==> config.mk <==
export PLATFORM = sky130hd
export DESIGN_NAME = instr_realigner
export DESIGN_NICKNAME = d
export VERILOG_FILES = /design/src/rtl/instr_realigner_pkg.sv /design/src/rtl/instr_realigner.sv
export SDC_FILE = /design/constraint.sdc
export NUM_CORES = 1
export LEC_CHECK = 0
export ABC_CLOCK_PERIOD_IN_PS = 2300
export CORE_MARGIN = 4
export CORE_UTILIZATION = 47
export CTS_BUF_LIST = sky130_fd_sc_hd__clkbuf_16
export DETAILED_ROUTE_END_ITERATION = 8
export PLACE_DENSITY = 0.76
export SYNTH_ARGS = -nofsm -noshare
export SYNTH_HDL_FRONTEND = slang
export SYNTH_SLANG_ARGS = --single-unit
export TNS_END_PERCENT = 30
==> constraint.sdc <==
create_clock -name clk_i -period 2.3 [get_ports clk_i]
set_clock_uncertainty 0.05 [all_clocks]
set_input_delay 0.46 -clock clk_i [delete_from_list [all_inputs] [get_ports clk_i]]
set_output_delay 0.46 -clock clk_i [all_outputs]
set_load 0.005 [all_outputs]
==> src/rtl/instr_realigner_pkg.sv <==
// Shared frontend definitions for the instruction realigner: FSM state
// encoding, the held-halfword record and the 32-bit instruction tag.
package instr_realigner_pkg;

  // Widest address the held-halfword record can carry; instances use VLEN <= this.
  localparam int REALIGN_ADDR_W = 64;

  // Low two bits of a halfword that starts a 32-bit instruction.
  localparam logic [1:0] INSTR_32B_TAG = 2'b11;

  typedef enum logic [1:0] {
    S_EMPTY     = 2'd0,
    S_HALF_PART = 2'd1,
    S_HALF_COMP = 2'd2
  } realign_state_e;

  typedef struct packed {
    logic [15:0]               data;
    logic [REALIGN_ADDR_W-1:0] addr;
  } held_half_t;

  // A halfword is a complete compressed instruction unless it carries the 32-bit tag.
  function automatic logic is_compressed_half(input logic [15:0] half);
    return half[1:0] != INSTR_32B_TAG;
  endfunction

endpackage

==> src/rtl/instr_realigner.sv <==
// Instruction realigner: turns word-aligned 32-bit fetch data holding a mix
// of 16-bit and 32-bit instructions into one instruction per handshake.
// One leftover halfword is carried between fetch words, so 32-bit
// instructions may straddle two words and jumps may land mid-word.
// Optional build macro INSTR_REALIGNER_PERF_CNT_EN adds straddle_cnt_o and
// compressed_cnt_o event counters.
module instr_realigner
  import instr_realigner_pkg::*;
#(
  parameter int VLEN = 64
) (
  input  logic            clk_i,
  input  logic            rst_ni,
  input  logic            flush_i,
  input  logic [31:0]     fetch_data_i,
  input  logic [VLEN-1:0] fetch_addr_i,
  input  logic            fetch_valid_i,
  output logic            fetch_ready_o,
  output logic [31:0]     instr_o,
  output logic [VLEN-1:0] instr_addr_o,
  output logic            is_compressed_o,
  output logic            instr_valid_o,
  input  logic            instr_ready_i
`ifdef INSTR_REALIGNER_PERF_CNT_EN
  ,
  output logic [31:0]     straddle_cnt_o,
  output logic [31:0]     compressed_cnt_o
`endif
);

  realign_state_e  state_reg, state_next;
  held_half_t      held_reg, held_next;

  logic            slot_free;
  logic [15:0]     fetch_lo;
  logic [15:0]     fetch_hi;
  logic            lo_comp;
  logic            hi_comp;
  logic [VLEN-1:0] fetch_hi_addr;
  logic [VLEN-1:0] held_addr;

  logic            emit_valid;
  logic [31:0]     emit_data;
  logic [VLEN-1:0] emit_addr;
  logic            emit_comp;

  // Split the fetch word and precompute the upper-halfword address (wraps mod 2^VLEN).
  always_comb begin
    slot_free     = !instr_valid_o || instr_ready_i;
    fetch_lo      = fetch_data_i[15:0];
    fetch_hi      = fetch_data_i[31:16];
    lo_comp       = is_compressed_half(fetch_lo);
    hi_comp       = is_compressed_half(fetch_hi);
    fetch_hi_addr = {fetch_addr_i[VLEN-1:2], 2'b00} + VLEN'(2);
    held_addr     = held_reg.addr[VLEN-1:0];
  end

  // State register.
  always_ff @(posedge clk_i or negedge rst_ni) begin
    if (!rst_ni) begin
      state_reg <= S_EMPTY;
    end else begin
      state_reg <= state_next;
    end
  end

  // Next-state logic: flush wins, otherwise advance only when the output slot can take data.
  always_comb begin
    state_next = state_reg;
    if (flush_i) begin
      state_next = S_EMPTY;
    end else if (slot_free) begin
      unique case (state_reg)
        S_HALF_COMP: begin
          state_next = S_EMPTY;
        end
        S_EMPTY: begin
          if (fetch_valid_i) begin
            if (fetch_addr_i[1]) begin
              state_next = hi_comp ? S_EMPTY : S_HALF_PART;
            end else if (!lo_comp) begin
              state_next = S_EMPTY;
            end else begin
              state_next = hi_comp ? S_HALF_COMP : S_HALF_PART;
            end
          end
        end
        S_HALF_PART: begin
          if (fetch_valid_i) begin
            state_next = hi_comp ? S_HALF_COMP : S_HALF_PART;
          end
        end
        default: begin
          state_next = S_EMPTY;
        end
      endcase
    end
  end

  // Output logic: fetch handshake, the instruction to emit and the halfword to carry over.
  always_comb begin
    fetch_ready_o = 1'b0;
    emit_valid    = 1'b0;
    emit_data     = '0;
    emit_addr     = '0;
    held_next     = held_reg;
    if (flush_i) begin
      held_next = '0;
    end else if (slot_free) begin
      unique case (state_reg)
        S_HALF_COMP: begin
          emit_valid = 1'b1;
          emit_data  = {16'b0, held_reg.data};
          emit_addr  = held_addr;
        end
        S_EMPTY: begin
          if (fetch_valid_i) begin
            fetch_ready_o = 1'b1;
            if (fetch_addr_i[1]) begin
              // Jump into the upper halfword: the lower halfword is not part of the stream.
              if (hi_comp) begin
                emit_valid = 1'b1;
                emit_data  = {16'b0, fetch_hi};
                emit_addr  = fetch_hi_addr;
              end else begin
                held_next.data = fetch_hi;
                held_next.addr = REALIGN_ADDR_W'(fetch_hi_addr);
              end
            end else if (!lo_comp) begin
              emit_valid = 1'b1;
              emit_data  = fetch_data_i;
              emit_addr  = fetch_addr_i;
            end else begin
              emit_valid     = 1'b1;
              emit_data      = {16'b0, fetch_lo};
              emit_addr      = fetch_addr_i;
              held_next.data = fetch_hi;
              held_next.addr = REALIGN_ADDR_W'(fetch_hi_addr);
            end
          end
        end
        S_HALF_PART: begin
          if (fetch_valid_i) begin
            // Held halfword is the low half; the new lower halfword completes it.
            fetch_ready_o  = 1'b1;
            emit_valid     = 1'b1;
            emit_data      = {fetch_lo, held_reg.data};
            emit_addr      = held_addr;
            held_next.data = fetch_hi;
            held_next.addr = REALIGN_ADDR_W'(fetch_hi_addr);
          end
        end
        default: begin
        end
      endcase
    end
    emit_comp = emit_data[1:0] != INSTR_32B_TAG;
  end

  // Held halfword register.
  always_ff @(posedge clk_i or negedge rst_ni) begin
    if (!rst_ni) begin
      held_reg <= '0;
    end else begin
      held_reg <= held_next;
    end
  end

  // Output register: payload is frozen while the downstream stalls; flush drops it.
  always_ff @(posedge clk_i or negedge rst_ni) begin
    if (!rst_ni) begin
      instr_o         <= '0;
      instr_addr_o    <= '0;
      is_compressed_o <= 1'b0;
      instr_valid_o   <= 1'b0;
    end else if (flush_i) begin
      instr_valid_o <= 1'b0;
    end else if (slot_free) begin
      instr_valid_o <= emit_valid;
      if (emit_valid) begin
        instr_o         <= emit_data;
        instr_addr_o    <= emit_addr;
        is_compressed_o <= emit_comp;
      end
    end
  end

`ifdef INSTR_REALIGNER_PERF_CNT_EN
  logic emit_fire;
  logic emit_straddle;

  always_comb begin
    emit_fire     = emit_valid && slot_free && !flush_i;
    emit_straddle = emit_fire && (state_reg == S_HALF_PART);
  end

  // Event counters: free-running, wrap at 2^32, not cleared by flush.
  always_ff @(posedge clk_i or negedge rst_ni) begin
    if (!rst_ni) begin
      straddle_cnt_o   <= '0;
      compressed_cnt_o <= '0;
    end else begin
      if (emit_straddle) begin
        straddle_cnt_o <= straddle_cnt_o + 32'd1;
      end
      if (emit_fire && emit_comp) begin
        compressed_cnt_o <= compressed_cnt_o + 32'd1;
      end
    end
  end
`endif

endmodule

=== After elaboration in Yosys (flattened, before gate mapping) ===
Index checks and enable logic that the tools add are counted.

* Flip-flop bits (word level): 180
* Output and inout port bits: 99
* Logic and storage cells: 69

* Add/sub/neg operators: 1
* Eq/ne operators: 9
* Multiplexer cells: 42
* Bitwise logic cells: 1
* Reduce and logical (&&, ||, !) cells: 9

{| class="wikitable"
|+ Operators by type and width
! operator !! number
|-
| $mux W80 || 7
|-
| $mux W64 || 4
|-
| $mux W32 || 6
|-
| $pmux W64 S3 || 1
|-
| $pmux W80 S2 || 1
|-
| $pmux W32 S3 || 1
|-
| $add A64 B2 Y64 const B || 1
|-
| $mux W16 || 1
|-
| $mux W2 || 7
|-
| $mux W1 || 12
|-
| $ne A4 B4 Y1 const B || 2
|-
| $ne A2 B2 Y1 const B || 3
|-
| $ne A3 B3 Y1 const B || 2
|-
| $reduce_and A3 Y1 || 2
|-
| $reduce_and A6 Y1 || 1
|-
| $pmux W2 S2 || 1
|-
| $pmux W1 S3 || 1
|-
| $reduce_bool A3 Y1 || 1
|-
| $eq A2 B1 Y1 const B || 1
|-
| $eq A2 B2 Y1 const B || 1
|-
| $logic_not A2 Y1 || 1
|-
| $reduce_bool A2 Y1 || 1
|-
| $reduce_or A2 Y1 || 1
|-
| $logic_not A1 Y1 || 1
|-
| 2 further kinds || 2
|}

=== Longest topological paths before layout ===
* Depth in word-level cells: 9
* Gate-level depth with buffers: 9

=== Worst setup path before layout ===
No wires, ideal clock.

* Path kind: in2reg
* Start point: in fetch_data_i[17]
* End point: reg held_reg, in the netlist held_addr[55]
* Library setup time: 0.125 ns
* Arrival: 2.009 ns
* Required time: 2.125 ns
* Slack: 0.116 ns
* Stages: 9
* Buffers on the path: 5
* Cell sequence: buf_2 nand2_2 and3_1 buf_2 o41a_1 buf_2 buf_6 buf_6 mux2_4

* Cells in the longest elaborated chain, start to end: 3

{| class="wikitable"
|+ Ends and longest elaborated chain
! element !! RTL line !! source
|-
| from (decl) || instr_realigner.sv:15 || <nowiki>input logic [31:0] fetch_data_i,</nowiki>
|-
| $ne A2 B2 Y1 || instr_realigner_pkg.sv:24 || <nowiki>return half[1:0] != INSTR_32B_TAG;</nowiki>
|-
| $ne A4 B4 Y1 (no line) || -- ||
|-
| $reduce_and A6 Y1 (no line) || -- ||
|-
| to (signal assigned) || instr_realigner.sv:165 || <nowiki>held_reg <= held_next;</nowiki>
|-
| to (decl) || instr_realigner.sv:32 || <nowiki>held_half_t held_reg, held_next;</nowiki>
|}

Every way passes these cells.
A chain may end at the register's enable or synchronous reset.

=== Worst setup path in the final report ===
* Start point: in fetch_data_i[16]
* End point: reg held_reg, in the netlist held_addr[61]

Same word-level chain as after synthesis.

==> impl_metrics.env <==
export IMPL_status="finished clean"
export IMPL_synth_edf_count=0
export IMPL_finalSetupTns_ns=0
export IMPL_dpl_cell_area_sq_um=10900
export IMPL_rr_endpoint="held_addr[31]"
export IMPL_die_h_um=142
export IMPL_critPathMaxFanout=58
export IMPL_final_nets=1050
export IMPL_synth_top_area_share_pct=53.4
export IMPL_rrSetupSlack_ns=0.27
export IMPL_crit_arrival_ns=2.30
export IMPL_layout_min_cycle_time_ns=2.04
export IMPL_die_w_um=142
export IMPL_cts_clk_slew_worst_paths_ns=0.07
export IMPL_wl_met3_um=1850
export IMPL_wl_per_cell_um=19.9
export IMPL_slew_headroom_pct=64.0
export IMPL_post_dp_hpwl_um=15500
export IMPL_io_buffers=199
export IMPL_overflow=0
export IMPL_tightest_slew_ns=0.540
export IMPL_antenna_found_initial=0
export IMPL_end_kind="flip-flop"
export IMPL_synthAdderAreaFrac_pct=0
export IMPL_drv_cap=0
export IMPL_min_from="flush_i"
export IMPL_post_cts_buffers=0
export IMPL_post_route_cell_area_sq_um=11600
export IMPL_slew_violations=0
export IMPL_grt_max_degree=59
export IMPL_dp_cells=1154
export IMPL_wirelength_um=23600
export IMPL_cp_start_kind="input port"
export IMPL_hold_class="in2reg"
export IMPL_holdPathEnd="held_addr[1]"
export IMPL_grt_pass1_wl_um=38400
export IMPL_synth_area_sq_um=8380
export IMPL_power_density_nw_per_um2=839
export IMPL_area_growth_pct=38.3
export IMPL_grt_pass1_vias=7082
export IMPL_gp_congestion=0.856
export IMPL_cts_made_buffers=17
export IMPL_power_static_leakage_nw=5.01
export IMPL_core_region_area_sq_um=17400
export IMPL_route_met2_wl_um=11400
export IMPL_synth_area_leaders="dfrtp_1 53%, mux2_2 9.5%, a221o_1 7.4%"
export IMPL_drive_above_1_share_pct=18.3
export IMPL_grt_usage_pct=24.1
export IMPL_clock_path_buffers=2
export IMPL_synth_yosys_seq_area_share_pct=53.4
export IMPL_synth_avg_cell_area_sq_um=11.1
export IMPL_drt_first_pass_iters=6
export IMPL_ys_flop_type="dfrtp_1"
export IMPL_vias=6893
export IMPL_hold_depth=3
export IMPL_top_register="instr_addr_o"
export IMPL_h_tree_depth=4
export IMPL_drc=0
export IMPL_synth_common_cells="179 x dfrtp_1, 80 x nor2b_1, 79 x nand2_1"
export IMPL_clock_fmax_mhz=491
export IMPL_instances_no_fill=1187
export IMPL_start_util_pct=48.3
export IMPL_syn_nets=857
export IMPL_synth_xor_area_share_pct=0
export IMPL_synth_compound_area_share_pct=18.2
export IMPL_irDropWorstVdd_mv=0.719
export IMPL_yosys_warnings=0
export IMPL_n_antenna_cell=0
export IMPL_yosysMostFrequentCell="dfrtp_1"
export IMPL_largest_reg_flops=64
export IMPL_hold_viol_final=0
export IMPL_routed_via_density=5.81
export IMPL_synth_cell_types=41
export IMPL_async_flop_share_pct=100
export IMPL_synth_top_family_by_area="compound AO/OA/AOI/OAI gates"
export IMPL_clkSinkCount=179
export IMPL_first_iter_violations=582
export IMPL_ys_ff_latch=179
export IMPL_r2r_start="state_reg[1]"
export IMPL_clk_latency_ns=0.43
export IMPL_rsz0062_at_grt="no"
export IMPL_io_pins=200
export IMPL_cts_root_buf="clkbuf_16"
export IMPL_cts_tree="done"
export IMPL_ant_nets=0
export IMPL_die_area_sq_um=20000
export IMPL_top_layer="met4"
export IMPL_yosysTopAreaCell="dfrtp_1"
export IMPL_period_share_pct=88.5
export IMPL_setup_viol=0
export IMPL_syn_inst=756
export IMPL_synthSimpleGateAreaFrac_pct=13.0
export IMPL_r2r_cells=6
export IMPL_critical_path_required_ns=2.56
export IMPL_wl_met1_um=9990
export IMPL_rows=48
export IMPL_worstSetupPathType="in2reg"
export IMPL_synth_mux_area_share_pct=11.3
-- worst max path at each step --
stage / start / endpoint / slack [ns]
final: fetch_data_i[16] / held_addr[61] / 0.26
after global routing: fetch_addr_i[1] / instr_o[11] / 0.17
after global placement: fetch_valid_i / fetch_ready_o / -0.28
after floorplan: fetch_data_i[17] / held_addr[55] / 0.12
after CTS: state_reg[1] / fetch_ready_o / 0.25
after detailed placement: fetch_valid_i / fetch_ready_o / -0.25
-- logic make-up (layout without fill, tap and decap cells) --
logic type / count (synthesis) / count (layout)
mux: 81 / 81
compound gates: 204 / 204
buf+inv: 81 / 287
flops: 179 / 179
simple gates: 211 / 211
-- per-stage QoR --
| step | hold slack (ns) | worst slack (ns) | total power [mW] | utilization, % |
|---|---|---|---|---|
| after floorplan | 0.114 | 0.116 | 5.10 | - |
| final | 0.439 | 0.264 | 9.73 | 66.8 |
| after global routing | 0.463 | 0.166 | 10.2 | 66.8 |
| after global placement | 0.412 | -0.278 | 6.63 | 63.0 |
| after detailed placement | 0.416 | -0.247 | 6.69 | 63.0 |
| after CTS | 0.426 | 0.253 | 9.81 | 66.8 |
-- per-layer routing --
| layer | vias up | track usage, % |
|---|---|---|
| met1 | 3415 | 33.7 |
| met3 | 23 | 5.90 |
| met5 | - | 0 |
| li1 | 3156 | - |
| met4 | 0 | 6.36 |
| met2 | 299 | 37.8 |
-- where the power goes --
part	switching [mW]	internal, mW	total [mW]	leakage [nW]
Sequential	0.387	3.73	4.11	2.30
Combinational	0.958	1.57	2.53	2.41
Clock	1.26	1.83	3.09	0.306
Total	2.60	7.12	9.73	5.01
-- final cells by class --
class | count | area [sq um]
clock inverters | 15 | 203
flip-flops and latches | 179 | 4480
fillers | 1338 | 5770
well taps | 225 | 282
multi-input cells | 496 | 3620
inverters | 5 | 18.8
clock buffers | 17 | 425
repair buffers | 250 | 2560
-- worst max-delay path, stage by stage --
cell and delay (ns):
clkdlybuf4s50_1 0.51, nand2_2 0.07, and3_1 0.19, o41a_2 0.47, buf_12 0.22, mux2_4 0.34
-- layout by cell type (no fill, tap or decap), types with 2 or more instances in the layout --
cell / count
clkdlybuf4s50_1: 195
dfrtp_1: 179
nand2_1: 79
nor2b_1: 78
mux2_2: 71
a21oi_1: 66
a221o_1: 62
buf_4: 36
nand3_1: 32
o21ai_0: 18
clkbuf_16: 17
o211ai_1: 15
buf_12: 15
a222oi_1: 14
a22oi_1: 14
mux2_4: 9
inv_1: 5
nor2_1: 4
bufinv_16: 4
inv_6: 4
nand2b_1: 3
clkinv_4: 3
a22o_1: 2
nand3b_1: 2
a21boi_0: 2
o22ai_1: 2
nor2b_2: 2
nor3_4: 2
nand4b_1: 2
and3_1: 2
clkinv_2: 2
dlygate4sd2_1: 2
-- what timing repair did --
item,in CTS,in global routing
hold buffers,1,0
endpoints found under the hold margin,50,0
endpoints found under the setup margin,1,0
resized for setup,6,0
Note: power is estimated with default switching activity, not from simulation.
